### src/rtl/imm_ext_pkg.sv
// Shared encodings and helpers for the immediate-extension unit.
// Mode encodings match the decode field; H is the number of fill bits above the raw immediate.
package imm_ext_pkg;

  typedef enum logic [1:0] {
    MODE_SIGN     = 2'd0,
    MODE_ZERO     = 2'd1,
    MODE_SIGN_SHL = 2'd2,
    MODE_PREFIX   = 2'd3
  } imm_mode_e;

  typedef enum logic {
    PFX_UNARMED = 1'b0,
    PFX_ARMED   = 1'b1
  } pfx_state_e;

  function automatic int calc_h(input int in_width, input int out_width);
    return out_width - in_width;
  endfunction

endpackage

### src/rtl/imm_ext_core.sv
// Combinational extension datapath: picks fill bits (sign, zero or prefix)
// and applies the branch-offset shift in SIGN_SHL mode.
module imm_ext_core
  import imm_ext_pkg::*;
#(
  parameter int IN_WIDTH  = 13,
  parameter int OUT_WIDTH = 16,
  parameter int SHIFT_AMT = 1,
  localparam int H = calc_h(IN_WIDTH, OUT_WIDTH)
) (
  input  logic [IN_WIDTH-1:0]  in_imm,
  input  logic [1:0]           mode,
  input  logic                 armed,
  input  logic [H-1:0]         prefix,
  output logic [OUT_WIDTH-1:0] ext_imm
);

  logic [H-1:0]         fill;
  logic [OUT_WIDTH-1:0] base;

  always_comb begin
    fill = '0;
    if (armed) begin
      fill = prefix;
    end else if (mode != MODE_ZERO) begin
      fill = {H{in_imm[IN_WIDTH-1]}};
    end
    base = {fill, in_imm};
    // Bits pushed past OUT_WIDTH are dropped; no overflow indication.
    ext_imm = (mode == MODE_SIGN_SHL) ? (base << SHIFT_AMT) : base;
  end

endmodule

### src/rtl/imm_extend_unit.sv
// Immediate-extension stage: single-entry valid/ready output register plus a
// prefix register that supplies the high bits of the next extended immediate.
//   state       | meaning
//   PFX_UNARMED | no prefix held; fill comes from sign/zero extension
//   PFX_ARMED   | prefix_q supplies the fill bits of the next mode 0-2 accept
module imm_extend_unit
  import imm_ext_pkg::*;
#(
  parameter int IN_WIDTH  = 13,
  parameter int OUT_WIDTH = 16,
  parameter int SHIFT_AMT = 1,
  localparam int H = calc_h(IN_WIDTH, OUT_WIDTH)
) (
  input  logic                 clk,
  input  logic                 reset,
  input  logic                 in_valid,
  output logic                 in_ready,
  input  logic [IN_WIDTH-1:0]  in_imm,
  input  logic [1:0]           in_mode,
  input  logic                 flush,
  output logic                 out_valid,
  input  logic                 out_ready,
  output logic [OUT_WIDTH-1:0] out_imm,
  output logic                 prefix_armed,
  output logic                 prefix_orphan
);

  pfx_state_e           state_q, state_d;
  logic                 out_valid_q, out_valid_d;
  logic [OUT_WIDTH-1:0] out_imm_q, out_imm_d;
  logic [H-1:0]         prefix_q, prefix_d;
  logic [H-1:0]         prefix_src;
  logic                 orphan_q, orphan_d;
  logic                 accept, is_prefix;
  logic [OUT_WIDTH-1:0] ext_imm;

  assign in_ready      = !out_valid_q || out_ready;
  assign accept        = in_valid && in_ready && !flush;
  assign is_prefix     = (in_mode == MODE_PREFIX);
  assign out_valid     = out_valid_q;
  assign out_imm       = out_imm_q;
  assign prefix_orphan = orphan_q;

  // A narrow raw immediate cannot fill a wide prefix; pad it with zeros.
  if (H <= IN_WIDTH) begin : g_pfx_slice
    assign prefix_src = in_imm[H-1:0];
  end else begin : g_pfx_pad
    assign prefix_src = {{(H-IN_WIDTH){1'b0}}, in_imm};
  end

  imm_ext_core #(
    .IN_WIDTH (IN_WIDTH),
    .OUT_WIDTH(OUT_WIDTH),
    .SHIFT_AMT(SHIFT_AMT)
  ) u_core (
    .in_imm (in_imm),
    .mode   (in_mode),
    .armed  (state_q == PFX_ARMED),
    .prefix (prefix_q),
    .ext_imm(ext_imm)
  );

  always_ff @(posedge clk or posedge reset) begin
    if (reset) begin
      state_q <= PFX_UNARMED;
    end else begin
      state_q <= state_d;
    end
  end

  always_comb begin
    state_d = state_q;
    if (flush) begin
      state_d = PFX_UNARMED;
    end else if (accept) begin
      state_d = is_prefix ? PFX_ARMED : PFX_UNARMED;
    end
  end

  always_comb begin
    prefix_armed = (state_q == PFX_ARMED);
    orphan_d     = accept && is_prefix && (state_q == PFX_ARMED);
  end

  always_comb begin
    out_valid_d = out_valid_q;
    out_imm_d   = out_imm_q;
    prefix_d    = prefix_q;
    if (flush) begin
      out_valid_d = 1'b0;
    end else if (accept && !is_prefix) begin
      out_valid_d = 1'b1;
      out_imm_d   = ext_imm;
    end else if (out_ready) begin
      out_valid_d = 1'b0;
    end
    if (accept && is_prefix) begin
      prefix_d = prefix_src;
    end
  end

  always_ff @(posedge clk or posedge reset) begin
    if (reset) begin
      out_valid_q <= 1'b0;
      out_imm_q   <= '0;
      prefix_q    <= '0;
      orphan_q    <= 1'b0;
    end else begin
      out_valid_q <= out_valid_d;
      out_imm_q   <= out_imm_d;
      prefix_q    <= prefix_d;
      orphan_q    <= orphan_d;
    end
  end

endmodule

### config.mk
export PLATFORM = sky130hd
export DESIGN_NAME = imm_extend_unit
export DESIGN_NICKNAME = d
export VERILOG_FILES = /design/src/rtl/imm_ext_pkg.sv /design/src/rtl/imm_ext_core.sv /design/src/rtl/imm_extend_unit.sv
export SDC_FILE = /design/constraint.sdc
export NUM_CORES = 1
export LEC_CHECK = 0
export CAP_MARGIN = 10
export CORE_MARGIN = 5
export CORE_UTILIZATION = 44
export DETAILED_ROUTE_END_ITERATION = 10
export PLACE_DENSITY = 0.85
export SLEW_MARGIN = 40
export SYNTH_ARGS = -nofsm -noshare
export SYNTH_HDL_FRONTEND = slang
export SYNTH_SLANG_ARGS = --single-unit
### constraint.sdc
create_clock -name clk -period 2 [get_ports clk]
set_clock_uncertainty 0.1 [all_clocks]
set_input_delay 0.2 -clock clk [delete_from_list [all_inputs] [get_ports clk]]
set_output_delay 0.2 -clock clk [all_outputs]
set_load 0.02 [all_outputs]
==> flow_summary_export.csv <==
group,metric,value,unit
timing,slew_viol_final,0,
setup_path,max_stage_delay,540,ps
timing,max-slew-margin-rel,76.9,%
grt,grt_pass1_wl,3950,um
detailed_routing,drc,0,
timing,hold_violations,0,
yosys,yosys-top-cells-area,"dfrtp_1, mux2_2, mux2_1",
pwr,leakagePower,0.668,nW
yosys,synth_edf_count,0,
floorplanning,die_y,60.2,um
setup_path,slowest_stage,"clkdlybuf4s50_1",
floorplanning,ioPinCount,40,
clock_tree,worstSkewPairLatency,300,ps
detailed_routing,viasPerCell,5.14,
setup_path,cp_top_family,"buffers and inverters",
yosys,yosysTopAreaCell,"dfrtp_1",
clock_tree,cts-root-buf,"clkbuf_4",
detailed_routing,drt_wl_total,2410,um
detailed_routing,antenna_left,0,
yosys,synth_flop_cell,"dfrtp_1",
detailed_routing,wl_per_cell,15.1,um
timing,fmax,537,MHz
yosys,yosysWarnings,0,
yosys,yosysMostFrequentCell,"dfrtp_1",
timing,setup_viol,0,
setup_path,crit_path_end_kind,"primary output",
grt,grtUsageTotal,14.6,%
placement,hpwl,1940,um
floorplanning,core_area,0.00243,sq mm
setup_path,cp.required,1700,ps
grt,antenna_found_initial,0,
timing,setup_ws,136,ps
clock_tree,clock-sinks,22,
clock_tree,cts_made_buffers,3,
detailed_routing,first_pass_iters,4,
floorplanning,die-area,0.00362,sq mm
setup_path,worst-path-max-fanout,5,
finish,syn2layout_area_growth,43.9,%
grt,grt_start_max_net_pins,23,
finish,fill_cells,210,
min_path,hp-class,"input pin to async pin",
yosys,synth_commonest_cells,"dfrtp_1, mux2_2, mux2_1, o31ai_1, nand2b_1",
floorplanning,initial_core_util,45.6,%
pwr,power,1.26,mW
grt,grt_pass1_vias,868,
yosys,synthCells,85,
clock_tree,cts_tree,"done",
outcome,outcome,"finished, final reports clean",
setup_path,cp.arrival,1560,ps
yosys,synth.distinct_cells,25,
timing,min_period,1860,ps
timing,fin_hold_ws,124,ps
yosys,ys_async_sr_fraction,100,%
yosys,synth-seq-cells,22,
timing,period_share,93.2,%
timing,worst-slew-pin-transition,347,ps
yosys,synth-seq-area-share,49.7,%
job,drv_cap,0,
setup_path,worstPathCellList,"nor2b_2 -> inv_2 -> clkdlybuf4s50_1",
setup_path,critPathBufInv,2,
detailed_routing,drt_iter0_drc,13,
placement,place.gp.congestion,0.761,
pwr,power_density,792,mW/mm^2
finish,drive_gt1_share,26.2,%
clock_tree,cts_buffer_depth,2,
timing,fin_tns_setup,0,ps
yosys,mappedNetlistNets,105,
grt,overflow,0,
floorplanning,fp.dieW,60.2,um
yosys,syn_area_per_cell,13.0,sq um
timing,rsz0062_at_grt,"false",
yosys,netlist_area,0.00111,sq mm
clock_tree,ctsHtreeMaxLevel,1,
placement,port-buffer-count,39,
finish,n_antenna_cell,0,
setup_path,path_class,"flip-flop to primary output",
placement,dp_slack,43.4,ps
detailed_routing,via_count,823,
floorplanning,rows,18,
pwr,peakVddDrop,0.511,mV
clock_tree,clkTransAtPathRegs,120,ps
finish,fin_nets,151,
yosys,synth_top_area_share,49.7,%
setup_path,start_kind,"flip-flop",
==> registers in the layout (all words and copies together), names as in the netlist <==
register,count
out_imm,16
out_valid,1
prefix_armed,1
prefix_orphan,1
prefix_q,3
==> worst reg2reg max path: stages, from the launching register on <==
cell     delay (ps)
dfrtp_1         400
nor2b_2         200
buf_4           160
or3_4           400
o41ai_2         330
==> cell type report <==
| class | count | area (sq um) | area share [%] |
|---|---|---|---|
| flip-flops and latches | 22 | 551 | 34.5 |
| multi-input cells | 56 | 524 | 32.9 |
| repair buffers | 45 | 435 | 27.3 |
| well taps | 30 | 37.5 | 2.35 |
| clock buffers | 4 | 36.3 | 2.27 |
| inverters | 3 | 11.3 | 0.706 |
==> cells in the final DEF, fill, tap and decap left out <==
master           instances
nor4b_1                  1
a211oi_1                 2
nor2b_1                  1
mux2_2                  17
nor3_2                   2
inv_1                    2
buf_4                    6
a21o_1                   1
and2_4                   1
nor2_1                   1
clkdlybuf4s50_1         39
dfrtp_1                 22
nor4_1                   1
o41ai_2                  1
a211o_1                  1
nand2b_1                 4
clkbuf_4                 3
or3_4                    1
nor3_1                   1
inv_2                    1
o21ai_0                  1
nand2_1                  1
nor2b_2                  1
o31ai_1                  5
and3b_1                  2
a21oi_1                  1
clkbuf_8                 1
mux2_1                  10
==> cell families after synthesis <==
| group | after synthesis | share of synthesized area [%] |
|---|---|---|
| muxes | 27 | 27.4 |
| DFF | 22 | 49.7 |
| and+or+nand+nor | 17 | 11.1 |
| AOI/OAI and AO/OA | 12 | 8.58 |
| buffers and inverters | 7 | 3.27 |
==> report_power, final <==
group | internal [mW] | total [mW] | switching, mW | leakage (nW)
Combinational | 0.250 | 0.449 | 0.199 | 0.378
Clock | 0.111 | 0.239 | 0.128 | 0.0210
Sequential | 0.530 | 0.574 | 0.0445 | 0.269
Total | 0.890 | 1.26 | 0.372 | 0.668
==> worst paths after layout <==
kind | startpoint | to | slack, ps | depth (start not counted)
min in group clk | out_imm[15] | out_imm[15] | 410 | 2
max | out_valid | in_ready | 140 | 3
max in group asynchronous | reset | out_imm[5] | 1450 | 3
min | reset | out_imm[15] | 120 | 3
min reg2reg | out_imm[15] | out_imm[15] | 410 | 2
max reg2reg | out_valid | out_imm[13] | 320 | 4
==> stage by stage <==
| stage | cells | util (%) | area, sq um |
|---|---|---|---|
| detailed placement | 156 | 64.0 | 1560 |
| global route | 160 | 65.6 | 1600 |
| global placement | 156 | 64.0 | 1560 |
| floorplan | 85 | - | 1110 |
| CTS | 160 | 65.6 | 1600 |
| finish | 160 | 65.6 | 1600 |
==> layer usage <==
metal | part of all wire [%] | wire [um] | global-route usage, % | vias up
met5 | 0 | 0 | 0 | -
met4 | 1.3 | 32 | 6.65 | 0
met3 | 4.4 | 106 | 1.94 | 4
met2 | 51 | 1240 | 25.5 | 22
li1 | - | - | - | 402
met1 | 43 | 1040 | 17.7 | 395
==> timing repair <==
item                                    in CTS  in global routing
endpoints found under the setup margin       1                  0
setup buffers                                0                  0
resized for setup                            1                  0
hold buffers                                 0                  0
(Power assumes the default switching activity.)
